### config.mk
export PLATFORM = sky130hd
export DESIGN_NAME = store_lane_aligner
export DESIGN_NICKNAME = d
export VERILOG_FILES = /design/src/rtl/store_lane_aligner.sv
export SDC_FILE = /design/constraint.sdc
export NUM_CORES = 1
export LEC_CHECK = 0
export ABC_AREA = 1
export BUFFER_PORTS_ARGS = -buffer_cell sky130_fd_sc_hd__buf_4
export CORE_ASPECT_RATIO = 1.4
export CORE_UTILIZATION = 46
export CTS_CLUSTER_DIAMETER = 60
export DETAILED_ROUTE_END_ITERATION = 8
export GPL_TIMING_DRIVEN = 0
export PLACE_DENSITY = 0.78
export SLEW_MARGIN = 20
export SYNTH_ARGS = -nofsm -noshare
export SYNTH_HDL_FRONTEND = slang
export SYNTH_SLANG_ARGS = --single-unit
### constraint.sdc
create_clock -name clk -period 1.2 [get_ports clk]
set_input_delay 0.18 -clock clk [delete_from_list [all_inputs] [get_ports clk]]
set_output_delay 0.18 -clock clk [all_outputs]
set_load 0.005 [all_outputs]
### src/rtl/store_lane_aligner.sv
// store_lane_aligner: narrows a store to its byte lanes, builds byte enables and buffers through a 2-entry skid
module store_lane_aligner #(
  parameter bit MISALIGN_TRAP = 1'b1
) (
  input  logic        clk,
  input  logic        rst_n,
  input  logic        flush,
  input  logic        in_valid,
  output logic        in_ready,
  input  logic [31:0] in_data,
  input  logic [31:0] in_addr,
  input  logic [1:0]  in_size,
  output logic        out_valid,
  input  logic        out_ready,
  output logic [31:0] out_addr,
  output logic [31:0] out_wdata,
  output logic [3:0]  out_be,
  output logic        out_err
);
  logic [68:0] req, or_q, sr_q;
  logic        or_v, sr_v, acc, mis, err;
  logic [31:0] wd;
  logic [3:0]  be;
  // lane replication, enables and error for the incoming request, packed as {err, be, wdata, addr}
  always_comb begin
    wd  = in_size == 2'b00 ? {4{in_data[7:0]}} : in_size == 2'b01 ? {2{in_data[15:0]}} : in_data;
    be  = in_size == 2'b00 ? 4'b0001 << in_addr[1:0] :
          in_size == 2'b01 ? (in_addr[1] ? 4'b1100 : 4'b0011) :
          in_size == 2'b10 ? 4'b1111 : 4'b0000;
    mis = in_size == 2'b01 ? in_addr[0] : (in_size == 2'b10 && in_addr[1:0] != 2'b00);
    err = in_size == 2'b11 || (MISALIGN_TRAP && mis);
    req = {err, err ? 4'b0000 : be, wd, in_addr[31:2], 2'b00};
  end
  assign in_ready = !sr_v && !flush;
  assign acc = in_valid && in_ready;
  assign out_valid = or_v;
  assign {out_err, out_be, out_wdata, out_addr} = or_q;
  // output register advances from the skid first so order stays FIFO; skid only fills while the output stalls
  always_ff @(posedge clk or negedge rst_n) begin
    if (!rst_n) begin
      or_v <= 1'b0;
      sr_v <= 1'b0;
      or_q <= '0;
      sr_q <= '0;
    end else if (flush) begin
      or_v <= 1'b0;
      sr_v <= 1'b0;
    end else if (!or_v || out_ready) begin
      if (sr_v) begin
        or_q <= sr_q;
        or_v <= 1'b1;
        sr_v <= 1'b0;
      end else begin
        or_v <= acc;
        if (acc) or_q <= req;
      end
    end else if (acc) begin
      sr_q <= req;
      sr_v <= 1'b1;
    end
  end
endmodule
==> qor.csv <==
metric,value,unit
status,finished with violations,
violated checks,negative setup slack,
Synth-to-Final Area Change,44.8,%
FP Rows,50,
"Warnings, synthesis",0,
hold_sp,flush,
hold path depth,2,
Avg Inst Size Synth,8.01,um^2
Non-Filler Instances,1155,
IO Port Bufs,138,
Fin Hold WS,0.0338,ns
Inst Count DP,1103,
"Clk pin slew, worst setup/hold paths",0.06,ns
min-delay worst type,in2reg,
Final Total Pwr,14.0,mW
crit path DAT,1.63,ns
Die Span X,101,um
worst-margin pin slew,0.539,ns
nature of the critical path startpoint,flip-flop,
P_sw,3.97,mW
Root Driver,clkbuf_16,
GRT Overall Usage,0.256,
Initial Util,0.469,
Max VDD drop,1.03,mV
Critical Path RT,1.49,ns
Pwr Density,1540,nW/um^2
Die Span Y,140,um
fin crit share,1.12,
via count,5838,
CTS tree,done,
Synth Instances,781,
RePlAce Congestion,0.929,
area post-placement,7610,um^2
final number of setup-violating endpoints,133,
number of global-route vias before repair,5565,
Clk pwr share,0.354,
Place WS,-0.308,ns
final wirelength,18.4,mm
CP endpoint kind,flip-flop,
vias per inst,5.05,
R2R depth,7,
DIE AREA,14100,um^2
DR pass1 iterations,5,
pin count of the biggest net entering global routing,86,
post-synthesis register bit count,136,
TritonCTS buffer count,17,
clock sink count,136,
worst-skew pair later-pin latency,0.41,ns
worst rel slew slack,0.639,
post-route clock skew,0.00538,ns
Internal,9.99,mW
max-slew violation count,0,
sequential area share after synthesis,0.544,
initial antenna violation count,0,
Final Hold Viols,0,
RR Startpoint,sr_v$_DFFE_PN0P_,
core area,13300,um^2
Comb power frac,0.210,
htree depth,4,
Bufs on Longest Clock Path,2,
hold endpoint,out_valid$_DFFE_PN0N_,
internal reg-to-reg setup slack,-0.15,ns
Setup WS post-layout,-0.145,ns
setup TNS,-11.22,ns
DR WL/cell,15.9,um
fin nets,1032,
Sw Share,0.284,
Pleak,4.79,nW
Netlist Area Pre-Place,6260,um^2
gr ovfl total,0,
Initial DRC Count,333,
post-DP HPWL,12.1,mm
ANT cells,0,
reg2reg end,or_q[8]$_DFFE_PN0P_,
Ports,142,
layout cells sized above 1,0.331,
sequential power share,0.436,
first-pass GRT wire length,27.6,mm
WS Path Type,reg2reg,
MaxCap Viol Count,0,
Post-Route Utilization,0.680,
RSZ-0062 raised after global routing,yes,
Remaining DRCs,0,
worst-path maximum fanout,6,
post-route ant nets,0,
Final Cell Area,9060,um^2
fmax,743,MHz
Tmin final,1.35,ns
distinct cell type count after synthesis,22,
[synthesized netlist by cell type]
master	number	area, um^2
o21ai_1	47	235
nor2_2	3	18.8
nand3_2	1	10.0
o21ai_0	128	641
nand2_1	302	1130
o21bai_4	1	18.8
dfrtp_1	136	3400
buf_2	22	110
nand2_4	1	11.3
inv_2	3	11.3
nand3_1	8	40.0
o21ai_2	1	8.76
nor2_1	43	161
buf_4	4	30.0
nor2_4	1	11.3
buf_6	12	135
clkbuf_1	10	37.5
nor2_8	1	20.0
inv_1	54	203
a21boi_1	1	7.51
conb_1	1	3.75
a21oi_1	1	5.00
[timing repair]
action                     CTS  global route
gates cloned                 2             9
hold buffers                 1             0
hold endpoints to repair    51             0
resized for setup          112           114
setup endpoints to repair  135           136
pin swaps                   12             8
setup buffers               12             0
[worst max-delay path by stage]
stage,startpoint,to,slack [ns],cells past startpoint
after floorplan,out_valid$_DFFE_PN0N_,sr_q[68]$_DFFE_PN0P_,-0.01,7
after global placement,rst_n,or_q[28]$_DFFE_PN0P_,-0.61,1
after detailed placement,sr_v$_DFFE_PN0P_,or_q[61]$_DFFE_PN0P_,-0.31,6
after CTS,sr_v$_DFFE_PN0P_,or_q[19]$_DFFE_PN0P_,-0.12,8
after global routing,sr_v$_DFFE_PN0P_,or_q[65]$_DFFE_PN0P_,-0.20,7
final,sr_v$_DFFE_PN0P_,or_q[8]$_DFFE_PN0P_,-0.15,7
[logic make-up after synthesis]
family	share of synthesized area
DFF	0.544
and+or+nand+nor	0.225
other	0.000599
buffers and inverters	0.0842
AOI/OAI and AO/OA	0.146
[cell usage in the layout, fill, tap and decap left out, types with 9 or more instances in the layout]
cell type	netlist	layout
nor2_1	43	41
o21ai_1	47	85
o21ai_2	1	37
o21ai_0	128	54
buf_8	0	15
nand2_2	0	29
buf_12	0	9
clkbuf_16	0	26
inv_1	54	53
nand2_1	302	268
buf_4	4	149
buf_6	12	14
dfrtp_1	136	135
[area by class of cell]
type / instances / area, um^2
Buffer: 46 / 559
Clock buffer: 21 / 460
Clock inverter: 10 / 97.6
Fill cell: 1061 / 4270
Inverter: 57 / 224
Multi-Input combinational cell: 541 / 2610
Sequential cell: 136 / 3400
Tap cell: 182 / 228
Timing Repair Buffer: 162 / 1470
[worst max-delay path: stages (launching register included)]
cell       delay [ns]
dfrtp_2          0.43
nor2_2           0.07
nor2_4           0.16
nand2_8          0.11
buf_12           0.17
clkbuf_16        0.16
nand2_1          0.05
o21ai_0          0.07
[routing by layer]
layer  part of all wire  global-route usage
met4              0.037               0.116
met1               0.39               0.312
met2               0.53               0.442
met5                  0                   0
met3              0.042              0.0384
[registers in the layout, summed over array words and instances (netlist names)]
register / count
out_valid: 1
sr_q: 67
or_q: 67
sr_v: 1
[power groups by stage]
stage	logic, mW	registers, mW	clock network (mW)
6_report	2.92	6.09	4.94
5_1_grt	3.25	6.19	5.14
4_1_cts	2.62	6.02	4.97
3_5_place_dp	2.48	6.08	0
3_3_place_gp	2.38	6.04	0
2_1_floorplan	1.19	6.03	0
No activity file was read; power rests on OpenSTA's default activity.
